`config.mk`:
```
export PLATFORM = sky130hd
export DESIGN_NAME = fp_unpack_pipe_flat
export DESIGN_NICKNAME = d
export VERILOG_FILES = /design/src/rtl/fp_unpack_pkg.sv /design/src/rtl/fp_unpack_pipe_if.sv /design/src/rtl/fp_lzc.sv /design/src/rtl/fp_unpack_pipe.sv /design/src/flat_wrapper.sv
export SDC_FILE = /design/constraint.sdc
export NUM_CORES = 1
export LEC_CHECK = 0
export ABC_CLOCK_PERIOD_IN_PS = 2500
export CORE_UTILIZATION = 35
export CTS_CLUSTER_SIZE = 8
export DETAILED_ROUTE_END_ITERATION = 16
export SKIP_CTS_REPAIR_TIMING = 1
export SYNTH_ARGS = -nofsm -noshare
export SYNTH_HDL_FRONTEND = slang
export SYNTH_SLANG_ARGS = --single-unit
```
`constraint.sdc`:
```
create_clock -name clk -period 2.5 [get_ports clk]
set_clock_uncertainty 0.2 [all_clocks]
set_input_delay 0.25 -clock clk [delete_from_list [all_inputs] [get_ports clk]]
set_output_delay 0.25 -clock clk [all_outputs]
set_load 0.005 [all_outputs]
```
`src/rtl/fp_unpack_pkg.sv`:
```
// fp_unpack_pkg -- shared constants for the floating-point operand unpacker.
//   * Bit positions of the one-hot class vector, {snan, qnan, inf, normal,
//     subnormal, zero} with snan in the MSB.
//   * One-hot class constants CLS_ZERO ... CLS_SNAN and the cls_t type.
//   * bias(): exponent bias 2^(exp_w-1)-1 for a given exponent field width.
package fp_unpack_pkg;

  localparam int CLS_W = 6;

  localparam int CLS_ZERO_BIT   = 0;
  localparam int CLS_SUB_BIT    = 1;
  localparam int CLS_NORMAL_BIT = 2;
  localparam int CLS_INF_BIT    = 3;
  localparam int CLS_QNAN_BIT   = 4;
  localparam int CLS_SNAN_BIT   = 5;

  typedef logic [CLS_W-1:0] cls_t;

  localparam cls_t CLS_ZERO   = cls_t'(1 << CLS_ZERO_BIT);
  localparam cls_t CLS_SUB    = cls_t'(1 << CLS_SUB_BIT);
  localparam cls_t CLS_NORMAL = cls_t'(1 << CLS_NORMAL_BIT);
  localparam cls_t CLS_INF    = cls_t'(1 << CLS_INF_BIT);
  localparam cls_t CLS_QNAN   = cls_t'(1 << CLS_QNAN_BIT);
  localparam cls_t CLS_SNAN   = cls_t'(1 << CLS_SNAN_BIT);

  function automatic int bias(input int exp_w);
    return (1 << (exp_w - 1)) - 1;
  endfunction

endpackage

```
`src/rtl/fp_unpack_pipe_if.sv`:
```
// fp_unpack_pipe_if -- stream interface of the operand unpacker.
//   Input side : in_valid/in_ready handshake, packed operands in_a/in_b
//                ({sign, exp, frac}) and sideband in_tag.
//   Output side: out_valid/out_ready handshake, per-operand sign/exp/mant/cls,
//                out_tag and the pair-level nan/inf/zero/invalid flags.
//   modport master: the producer/consumer around the block (testbench side).
//   modport slave : the unpacker itself.
interface fp_unpack_pipe_if #(
  parameter int EXP_W = 5,
  parameter int MAN_W = 10,
  parameter int TAG_W = 4
);
  import fp_unpack_pkg::*;

  logic                 in_valid;
  logic                 in_ready;
  logic [EXP_W+MAN_W:0] in_a;
  logic [EXP_W+MAN_W:0] in_b;
  logic [TAG_W-1:0]     in_tag;

  logic                 out_valid;
  logic                 out_ready;
  logic                 sign_a;
  logic                 sign_b;
  logic [EXP_W+1:0]     exp_a;
  logic [EXP_W+1:0]     exp_b;
  logic [MAN_W:0]       mant_a;
  logic [MAN_W:0]       mant_b;
  cls_t                 cls_a;
  cls_t                 cls_b;
  logic [TAG_W-1:0]     out_tag;
  logic                 nan_flag;
  logic                 inf_flag;
  logic                 zero_flag;
  logic                 invalid_flag;

  modport master (
    output in_valid, in_a, in_b, in_tag, out_ready,
    input  in_ready, out_valid, sign_a, sign_b, exp_a, exp_b, mant_a, mant_b,
           cls_a, cls_b, out_tag, nan_flag, inf_flag, zero_flag, invalid_flag
  );

  modport slave (
    input  in_valid, in_a, in_b, in_tag, out_ready,
    output in_ready, out_valid, sign_a, sign_b, exp_a, exp_b, mant_a, mant_b,
           cls_a, cls_b, out_tag, nan_flag, inf_flag, zero_flag, invalid_flag
  );

endinterface

```
`src/rtl/fp_lzc.sv`:
```
// fp_lzc -- combinational leading-zero counter.
//   din   : W-bit input vector.
//   count : number of zeros above the highest set bit; W when din is all zero.
module fp_lzc #(
  parameter int W = 11
) (
  input  logic [W-1:0]           din,
  output logic [$clog2(W+1)-1:0] count
);

  localparam int CNT_W = $clog2(W + 1);

  // Scan upward so that the highest set bit is the last one to write count.
  always_comb begin
    count = CNT_W'(W);
    for (int i = 0; i < W; i++) begin
      if (din[i]) count = CNT_W'(W - 1 - i);
    end
  end

endmodule

```
`src/rtl/fp_unpack_pipe.sv`:
```
// fp_unpack_pipe -- two-stage unpacker for a pair of IEEE-style operands.
//   clk : clock, all state on the rising edge.
//   rst : asynchronous active-high reset; empties both stages at once.
//   bus : fp_unpack_pipe_if.slave
//         in_valid/in_ready/in_a/in_b/in_tag   operand pair input
//         out_valid/out_ready                  result handshake
//         sign_*/exp_*/mant_*/cls_*            unpacked operands
//         out_tag, nan/inf/zero/invalid_flag   tag and pair-level flags
// Stage 1 holds the raw fields, the class and the leading-zero count of the
// fraction; stage 2 holds the normalised exponent/significand, flags and tag.
// Parameters: EXP_W >= 3, MAN_W >= 2, TAG_W >= 1.
module fp_unpack_pipe
  import fp_unpack_pkg::*;
#(
  parameter int EXP_W = 5,
  parameter int MAN_W = 10,
  parameter int TAG_W = 4
) (
  input  logic             clk,
  input  logic             rst,
  fp_unpack_pipe_if.slave  bus
);

  localparam int OP_W = 1 + EXP_W + MAN_W;
  localparam int XE_W = EXP_W + 2;
  localparam int LZ_W = $clog2(MAN_W + 2);

  // Handshake: each stage moves when empty or when the stage after it moves.
  logic s1_valid_reg;
  logic s2_valid_reg;
  logic adv1;
  logic adv2;
  logic accept;
  logic load2;

  assign adv2   = !s2_valid_reg || bus.out_ready;
  assign adv1   = !s1_valid_reg || adv2;
  assign accept = bus.in_valid && adv1;
  assign load2  = s1_valid_reg && adv2;

  assign bus.in_ready = adv1;

  always_ff @(posedge clk or posedge rst) begin
    if (rst) begin
      s1_valid_reg <= 1'b0;
      s2_valid_reg <= 1'b0;
    end else begin
      if (adv1) s1_valid_reg <= bus.in_valid;
      if (adv2) s2_valid_reg <= s1_valid_reg;
    end
  end

  // Per-operand datapath, operand 0 = a, operand 1 = b.
  logic [1:0][OP_W-1:0]  op_in;
  logic [1:0]            s1_sign;
  logic [1:0][CLS_W-1:0] s1_cls;
  logic [1:0]            s2_sign;
  logic [1:0][XE_W-1:0]  s2_exp;
  logic [1:0][MAN_W:0]   s2_mant;
  logic [1:0][CLS_W-1:0] s2_cls;

  assign op_in[0] = bus.in_a;
  assign op_in[1] = bus.in_b;

  for (genvar gi = 0; gi < 2; gi++) begin : g_op
    logic [EXP_W-1:0] exp_field;
    logic [MAN_W-1:0] frac_field;
    cls_t             cls_next;
    logic [LZ_W-1:0]  lz_next;

    logic             s1_sign_reg;
    logic [EXP_W-1:0] s1_exp_reg;
    logic [MAN_W-1:0] s1_frac_reg;
    cls_t             s1_cls_reg;
    logic [LZ_W-1:0]  s1_lz_reg;

    logic [XE_W-1:0]  exp_next;
    logic [MAN_W:0]   mant_next;
    logic             s2_sign_reg;
    logic [XE_W-1:0]  s2_exp_reg;
    logic [MAN_W:0]   s2_mant_reg;
    cls_t             s2_cls_reg;

    assign exp_field  = op_in[gi][OP_W-2 -: EXP_W];
    assign frac_field = op_in[gi][MAN_W-1:0];

    always_comb begin
      cls_next = CLS_NORMAL;
      if (exp_field == '0) begin
        cls_next = (frac_field == '0) ? CLS_ZERO : CLS_SUB;
      end else if (exp_field == '1) begin
        if (frac_field == '0)           cls_next = CLS_INF;
        else if (frac_field[MAN_W-1])   cls_next = CLS_QNAN;
        else                            cls_next = CLS_SNAN;
      end
    end

    // Count over {0, frac}: for a subnormal this is the shift that puts the
    // first set bit into the hidden-bit position.
    fp_lzc #(.W(MAN_W + 1)) u_lzc (
      .din   ({1'b0, frac_field}),
      .count (lz_next)
    );

    always_ff @(posedge clk) begin
      if (accept) begin
        s1_sign_reg <= op_in[gi][OP_W-1];
        s1_exp_reg  <= exp_field;
        s1_frac_reg <= frac_field;
        s1_cls_reg  <= cls_next;
        s1_lz_reg   <= lz_next;
      end
    end

    // Hidden bit comes only from the class; inf/NaN keep the raw fraction
    // and exponent field.
    always_comb begin
      mant_next = {1'b0, s1_frac_reg};
      exp_next  = XE_W'(s1_exp_reg);
      if (s1_cls_reg[CLS_NORMAL_BIT]) begin
        mant_next = {1'b1, s1_frac_reg};
      end else if (s1_cls_reg[CLS_SUB_BIT]) begin
        mant_next = {1'b0, s1_frac_reg} << s1_lz_reg;
        exp_next  = XE_W'(1) - XE_W'(s1_lz_reg);
      end else if (s1_cls_reg[CLS_ZERO_BIT]) begin
        mant_next = '0;
        exp_next  = '0;
      end
    end

    always_ff @(posedge clk) begin
      if (load2) begin
        s2_sign_reg <= s1_sign_reg;
        s2_exp_reg  <= exp_next;
        s2_mant_reg <= mant_next;
      end
    end

    always_ff @(posedge clk or posedge rst) begin
      if (rst)        s2_cls_reg <= '0;
      else if (load2) s2_cls_reg <= s1_cls_reg;
    end

    assign s1_sign[gi] = s1_sign_reg;
    assign s1_cls[gi]  = s1_cls_reg;
    assign s2_sign[gi] = s2_sign_reg;
    assign s2_exp[gi]  = s2_exp_reg;
    assign s2_mant[gi] = s2_mant_reg;
    assign s2_cls[gi]  = s2_cls_reg;
  end

  // Pair-level flags, computed from the stage-1 classes.
  logic nan_next;
  logic inf_next;
  logic zero_next;
  logic invalid_next;

  always_comb begin
    nan_next     = s1_cls[0][CLS_QNAN_BIT] || s1_cls[0][CLS_SNAN_BIT] ||
                   s1_cls[1][CLS_QNAN_BIT] || s1_cls[1][CLS_SNAN_BIT];
    inf_next     = s1_cls[0][CLS_INF_BIT] || s1_cls[1][CLS_INF_BIT];
    zero_next    = s1_cls[0][CLS_ZERO_BIT] && s1_cls[1][CLS_ZERO_BIT];
    // Opposite-signed infinities are flagged even though no operation is
    // known here; the consumer is assumed to be an adder.
    invalid_next = s1_cls[0][CLS_SNAN_BIT] || s1_cls[1][CLS_SNAN_BIT] ||
                   (s1_cls[0][CLS_INF_BIT] && s1_cls[1][CLS_INF_BIT] &&
                    (s1_sign[0] != s1_sign[1]));
  end

  logic             nan_reg;
  logic             inf_reg;
  logic             zero_reg;
  logic             invalid_reg;
  logic [TAG_W-1:0] s1_tag_reg;
  logic [TAG_W-1:0] s2_tag_reg;

  always_ff @(posedge clk or posedge rst) begin
    if (rst) begin
      nan_reg     <= 1'b0;
      inf_reg     <= 1'b0;
      zero_reg    <= 1'b0;
      invalid_reg <= 1'b0;
    end else if (load2) begin
      nan_reg     <= nan_next;
      inf_reg     <= inf_next;
      zero_reg    <= zero_next;
      invalid_reg <= invalid_next;
    end
  end

  always_ff @(posedge clk) begin
    if (accept) s1_tag_reg <= bus.in_tag;
    if (load2)  s2_tag_reg <= s1_tag_reg;
  end

  assign bus.out_valid    = s2_valid_reg;
  assign bus.sign_a       = s2_sign[0];
  assign bus.sign_b       = s2_sign[1];
  assign bus.exp_a        = s2_exp[0];
  assign bus.exp_b        = s2_exp[1];
  assign bus.mant_a       = s2_mant[0];
  assign bus.mant_b       = s2_mant[1];
  assign bus.cls_a        = s2_cls[0];
  assign bus.cls_b        = s2_cls[1];
  assign bus.out_tag      = s2_tag_reg;
  assign bus.nan_flag     = nan_reg;
  assign bus.inf_flag     = inf_reg;
  assign bus.zero_flag    = zero_reg;
  assign bus.invalid_flag = invalid_reg;

endmodule

```
`src/flat_wrapper.sv`:
```
// flat-port wrapper written by rule: the top's interface ports become plain ports
module fp_unpack_pipe_flat import fp_unpack_pkg::*;
#(
  parameter int EXP_W = 5,
  parameter int MAN_W = 10,
  parameter int TAG_W = 4
)
  (clk, rst, bus_in_valid, bus_in_a, bus_in_b, bus_in_tag, bus_out_ready, bus_in_ready, bus_out_valid, bus_sign_a, bus_sign_b, bus_exp_a, bus_exp_b, bus_mant_a, bus_mant_b, bus_cls_a, bus_cls_b, bus_out_tag, bus_nan_flag, bus_inf_flag, bus_zero_flag, bus_invalid_flag);
  fp_unpack_pipe_if #(.EXP_W(EXP_W), .MAN_W(MAN_W), .TAG_W(TAG_W)) bus_i ();
  input  logic clk;
  input  logic rst;
  input wire logic [$bits(bus_i.in_valid)-1:0] bus_in_valid;
  input wire logic [$bits(bus_i.in_a)-1:0] bus_in_a;
  input wire logic [$bits(bus_i.in_b)-1:0] bus_in_b;
  input wire logic [$bits(bus_i.in_tag)-1:0] bus_in_tag;
  input wire logic [$bits(bus_i.out_ready)-1:0] bus_out_ready;
  output wire logic [$bits(bus_i.in_ready)-1:0] bus_in_ready;
  output wire logic [$bits(bus_i.out_valid)-1:0] bus_out_valid;
  output wire logic [$bits(bus_i.sign_a)-1:0] bus_sign_a;
  output wire logic [$bits(bus_i.sign_b)-1:0] bus_sign_b;
  output wire logic [$bits(bus_i.exp_a)-1:0] bus_exp_a;
  output wire logic [$bits(bus_i.exp_b)-1:0] bus_exp_b;
  output wire logic [$bits(bus_i.mant_a)-1:0] bus_mant_a;
  output wire logic [$bits(bus_i.mant_b)-1:0] bus_mant_b;
  output wire logic [$bits(bus_i.cls_a)-1:0] bus_cls_a;
  output wire logic [$bits(bus_i.cls_b)-1:0] bus_cls_b;
  output wire logic [$bits(bus_i.out_tag)-1:0] bus_out_tag;
  output wire logic [$bits(bus_i.nan_flag)-1:0] bus_nan_flag;
  output wire logic [$bits(bus_i.inf_flag)-1:0] bus_inf_flag;
  output wire logic [$bits(bus_i.zero_flag)-1:0] bus_zero_flag;
  output wire logic [$bits(bus_i.invalid_flag)-1:0] bus_invalid_flag;
  assign bus_i.in_valid = bus_in_valid;
  assign bus_i.in_a = bus_in_a;
  assign bus_i.in_b = bus_in_b;
  assign bus_i.in_tag = bus_in_tag;
  assign bus_i.out_ready = bus_out_ready;
  assign bus_in_ready = bus_i.in_ready;
  assign bus_out_valid = bus_i.out_valid;
  assign bus_sign_a = bus_i.sign_a;
  assign bus_sign_b = bus_i.sign_b;
  assign bus_exp_a = bus_i.exp_a;
  assign bus_exp_b = bus_i.exp_b;
  assign bus_mant_a = bus_i.mant_a;
  assign bus_mant_b = bus_i.mant_b;
  assign bus_cls_a = bus_i.cls_a;
  assign bus_cls_b = bus_i.cls_b;
  assign bus_out_tag = bus_i.out_tag;
  assign bus_nan_flag = bus_i.nan_flag;
  assign bus_inf_flag = bus_i.inf_flag;
  assign bus_zero_flag = bus_i.zero_flag;
  assign bus_invalid_flag = bus_i.invalid_flag;
  fp_unpack_pipe #(.EXP_W(EXP_W), .MAN_W(MAN_W), .TAG_W(TAG_W)) u_core (.clk(clk), .rst(rst), .bus(bus_i));
endmodule
```
* Word-level counts from Yosys, hierarchy flattened
Cells that the tools add are included.
** Word-level totals
- Register bits after elaboration :: 116
- Input bits :: 40
- Output and inout bits :: 60
- Word-level logic and storage cells :: 104
** Cells by class
- $add $sub $neg :: 2
- Eq/ne operators :: 3
- Shift operators :: 2
- Muxes and demuxes :: 40
- Reduce and logical (&&, ||, !) cells :: 23
** Operators by type and width (count)
- $mux W6 :: 8
- $mux W10 :: 4
- $mux W3 :: 8
- $mux W11 :: 2
- $shl A10 B4 Y11 :: 2
- $logic_not A10 Y1 :: 2
- $mux W5 :: 4
- $mux W4 :: 4
- $mux W7 :: 2
- $reduce_or A7 Y1 :: 2
- $mux W2 :: 6
- $eq A5 B5 Y1 const B :: 2
- $logic_not A5 Y1 :: 2
- $sub A1 B4 Y5 const A :: 2
- $logic_or A1 B1 Y1 :: 8
- $reduce_or A3 Y1 :: 2
- $logic_and A1 B1 Y1 :: 5
- $logic_not A1 Y1 :: 2
- $mux W1 :: 2
- $ne A1 B1 Y1 :: 1

* Longest topological paths before layout
- Depth in word-level cells :: 9
- Mapped depth :: 6
- Depth with buffers taken out :: 4

* Cells and area by module
A second synthesis with hierarchy kept.
** Unflattened totals
- Cell total of the unflattened synthesis :: 376
- Area, all modules :: 5116.2 sq um
** By module, submodules not included
- fp_unpack_pipe :: times used 1, cells each 342, area each 4895.9 sq um, sequential area each 3333.2 sq um
- fp_lzc :: times used 2, cells each 17, area each 110.1 sq um, sequential area each 0.0 sq um

* Least setup slack after synthesis
No wires, ideal clock.
- Kind :: register to register
- Start :: register u_core.s2_valid_reg (netlist: u_core.bus.out_valid)
- End :: register u_core.g_op[0].s1_cls_reg[0] (enable)
- Setup time :: 0.420 ns
- Arrival :: 1.885 ns
- Data required time :: 1.880 ns
- Setup slack :: -0.005 ns
- Stages on the path, launching flop included :: 3
- Buffers on the path :: 0
- Clock period less this slack :: 2.505 ns
- Cell sequence :: dfrtp_1 nand3b_1 and2_1
** Between the ends
- Word-level cells in the longest chain between the ends :: 4
** RTL lines
- start, declared :: line fp_unpack_pipe.sv:30 : logic s2_valid_reg;
- start signal, assigned :: line fp_unpack_pipe.sv:49 : if (adv2) s2_valid_reg <= s1_valid_reg;
- $logic_not A1 Y1 :: line fp_unpack_pipe.sv:36 : assign adv2 = !s2_valid_reg || bus.out_ready;
- $logic_or A1 B1 Y1 :: line fp_unpack_pipe.sv:36
- $logic_or A1 B1 Y1 :: line fp_unpack_pipe.sv:37 : assign adv1 = !s1_valid_reg || adv2;
- named net bus_in_ready :: line flat_wrapper.sv:17 : output wire logic [$bits(bus_i.in_ready)-1:0] bus_in_ready;
- $logic_and A1 B1 Y1 :: line fp_unpack_pipe.sv:38 : assign accept = bus.in_valid && adv1;
- named net u_core.accept :: line fp_unpack_pipe.sv:33 : logic accept;
- end signal, assigned :: line fp_unpack_pipe.sv:110 : s1_cls_reg <= cls_next;
- end, declared :: line fp_unpack_pipe.sv:74 : cls_t s1_cls_reg;
The timed path passes the listed nets, and every way through them passes these cells.
A chain may end at the register's enable or synchronous reset.

* Worst setup path in the final report
- Start :: register u_core.g_op[1].s1_cls_reg[1]
- End :: register u_core.g_op[1].s2_mant_reg[8] (netlist: u_core.bus.mant_b[8]) (data pin)
** Between the ends
- Word-level cells in the longest chain between the ends :: 2
** RTL lines
- start, declared :: line fp_unpack_pipe.sv:74
- start signal, assigned :: line fp_unpack_pipe.sv:110
- $mux W11 :: line fp_unpack_pipe.sv:122 : end else if (s1_cls_reg[CLS_SUB_BIT]) begin
- $mux W10 :: line fp_unpack_pipe.sv:120 : if (s1_cls_reg[CLS_NORMAL_BIT]) begin
- named net u_core.g_op[1].mant_next[8] :: line fp_unpack_pipe.sv:78 : logic [MAN_W:0] mant_next;
- end signal, assigned :: line fp_unpack_pipe.sv:135 : s2_mant_reg <= mant_next;
- end, declared :: line fp_unpack_pipe.sv:81 : logic [MAN_W:0] s2_mant_reg;
The timed path passes the listed nets, and every way through them passes these cells.

==> metrics <==
Fmax=0.499 GHz; Setup-failing EPs final=0; CP Buf/Inv Count=0; max FFs per register=20; CTS H-tree depth=4; Synth area leaders=edfxtp_1 58%, dfrtp_1 9.0%, mux2_2 4.1%; multi-input logic area=1500 um^2; Max Root-Sink Buffers=2; CP peak stage delay=0.89 ns; critical path launch point type=register; Clock Latency Late Sink=0.41 ns; Via density=4.90; fin worst setup slack=0.494 ns; Die ar.=14800 um^2; DRC=0; DRT Pass-1 Iters=4; Root Buffer=clkbuf_16; Worst Setup EP=u_core.bus.mant_b[8]$_DFFE_PP_; fin area=6860 um^2; WP depth=3; Wirelength per Cell=16.1 um; top_reg_cell synth=edfxtp_1; Setup crit start=u_core.g_op[1].s1_cls_reg[1]$_SDFFCE_PN0P_; Final min period=2.01 ns; standard-cell row count=43; # nets final=523; unique cell type count in the Yosys netlist=47; MaxCap Viol Count=0; initial antenna violation count=0; hpwl dp=7910 um; Final GP Congestion=0.872; flop-to-flop setup slack=0.49 ns; Yosys top cell by area=edfxtp_1; Worst Path Class, Setup=reg -> reg; Port Buf Inserts=99; period utilization=0.802; overflow left after global routing=0; # fillers=1206; Slew Viols, Final=0; static leakage=2.58 nW; FF-to-FF Start=u_core.g_op[1].s1_cls_reg[1]$_SDFFCE_PN0P_; DRT Wirelength=10900 um; Final ANT Viol Nets=0; slowest CP cell=o21bai_1; kind of cell adding the most delay to the critical path=compound AO/OA/AOI/OAI gates; CP cell instances=o21bai_1, nand2_1, o221ai_1; CTS tree=yes; Die Y=122 um; sequential share of the synthesized area=0.667; Avg Inst Size Synth=13.4 um^2; slew margin rel.=0.256; pre-CTS WS=0.373 ns; crit path capture type=register; Syn Nets=414; I/O pin cnt=100; via count=3302; cells after synthesis=372; peak supply drop=0.427 mV; largest net degree at the start of global routing=26; synth cell count leaders=96 x edfxtp_1, 39 x nand2_1, 22 x o21ai_0; Critical Path Fanout Max=15; GRT Overall Usage=0.156; top-area cell type share of the netlist area=0.577; vias in the first global route=3272; Reg area=3330 um^2; RSZ-0062 raised after global routing=no; Cell Area, Placed=6200 um^2; #FFs+latches synth=114; Critical R2R Capture=u_core.bus.mant_b[8]$_DFFE_PP_; die width=122 um; ant diodes=0; Hold Violations, Final=0; Critical Path RT=2.51 ns; Hold/Removal Path Class=in -> async; initial detailed-routing violation count=245; most numerous cell in the Yosys netlist=edfxtp_1; status=completed; Initial Util=0.359; layout cell share with drive strength beyond 1=0.126; share of synthesized registers carrying an async set or reset=0.158; Cell Pwr Density=816 nW/um^2; first-pass GRT wire length=17000 um; R2R depth=3; CORE AREA=13900 um^2; register clock-pin slew on the reported worst setup and hold paths=0.05 ns; Syn. warnings=0; Synth Cell Area=5000 um^2; Slew @ Worst Pin=1.11 ns; EDFF count, synth=96; Area Overhead vs Synth=37.3%; worst path arrival time=2.02 ns; setup tns final=0 ns; CTS Buf Count=17; clk sinks=114
## cell families (layout without fill, tap and decap cells)
logic type / after synthesis / after routing / share of synthesized area
AOI/OAI and AO/OA: 67 / 67 / 0.0878
xor gates and xnor gates: 3 / 3 / 0.00526
and+or+nand+nor: 112 / 112 / 0.112
adders and majority gates: 2 / 2 / 0.00500
muxes: 40 / 40 / 0.0896
DFF: 114 / 114 / 0.667
buffers and inverters: 34 / 156 / 0.0338
## how the worst min path moves through the flow
stage,slack (ns),startpoint,to
2_1_floorplan,-0.01,rst,u_core.bus.cls_a[0]$_DFFE_PP0P_
4_1_cts,0.07,rst,u_core.bus.cls_a[5]$_DFFE_PP0P_
5_1_grt,0.11,rst,u_core.bus.cls_a[5]$_DFFE_PP0P_
3_5_place_dp,0.21,u_core.s1_tag_reg[3]$_DFFE_PP_,u_core.bus.out_tag[3]$_DFFE_PP_
3_3_place_gp,0.20,u_core.s1_tag_reg[2]$_DFFE_PP_,u_core.bus.out_tag[2]$_DFFE_PP_
6_report,0.05,rst,u_core.bus.nan_flag$_DFFE_PP0P_
## layout by cell type, fill, tap and decap left out, drive strengths merged, types with 3 or more instances in the layout
cell type	instances
clkdlybuf4s50	99
edfxtp	96
nand2	39
o21ai	24
clkbuf	22
nor2	20
mux2i	20
mux2	18
dfrtp	18
inv	14
nor3	13
a21oi	10
buf	9
nand2b	8
a22o	6
nor4	6
bufinv	5
clkinv	5
and2	5
o21bai	4
o221ai	4
nand3	4
o211ai	4
xor2	3
nand3b	3
## power by group
group | total (W) | switching [W] | internal, W
clock | 0.00266 | 0.000801 | 0.00186
sequential | 0.00234 | 0.0000954 | 0.00224
combinational | 0.000595 | 0.000257 | 0.000338
## final cells by class
type                            count  area share
Timing Repair Buffer              108       0.158
Inverter                           16     0.00875
Tap cell                          180      0.0328
Sequential cell                   114       0.486
Clock inverter                     10      0.0259
Clock buffer                       22      0.0706
Multi-Input combinational cell    224       0.218
## metrics by stage
step	std cells	power [W]	utilization	hold WS (ns)
global placement	642	0.00297	0.445	0.202
global route	674	0.00579	0.493	0.107
CTS	674	0.00564	0.493	0.0651
floorplan	372	0.00261	-	-0.0114
detailed placement	642	0.00297	0.445	0.210
finish	674	0.00560	0.493	0.0512
## metal layers
| layer | GRT usage | up-vias | share of wire |
|---|---|---|---|
| li1 | - | 1623 | - |
| met1 | 0.217 | 1548 | 0.48 |
| met2 | 0.224 | 114 | 0.44 |
| met3 | 0.0423 | 17 | 0.054 |
| met4 | 0.0764 | 0 | 0.019 |
| met5 | 0 | - | 0 |
Power figures use the tool's default switching activity.
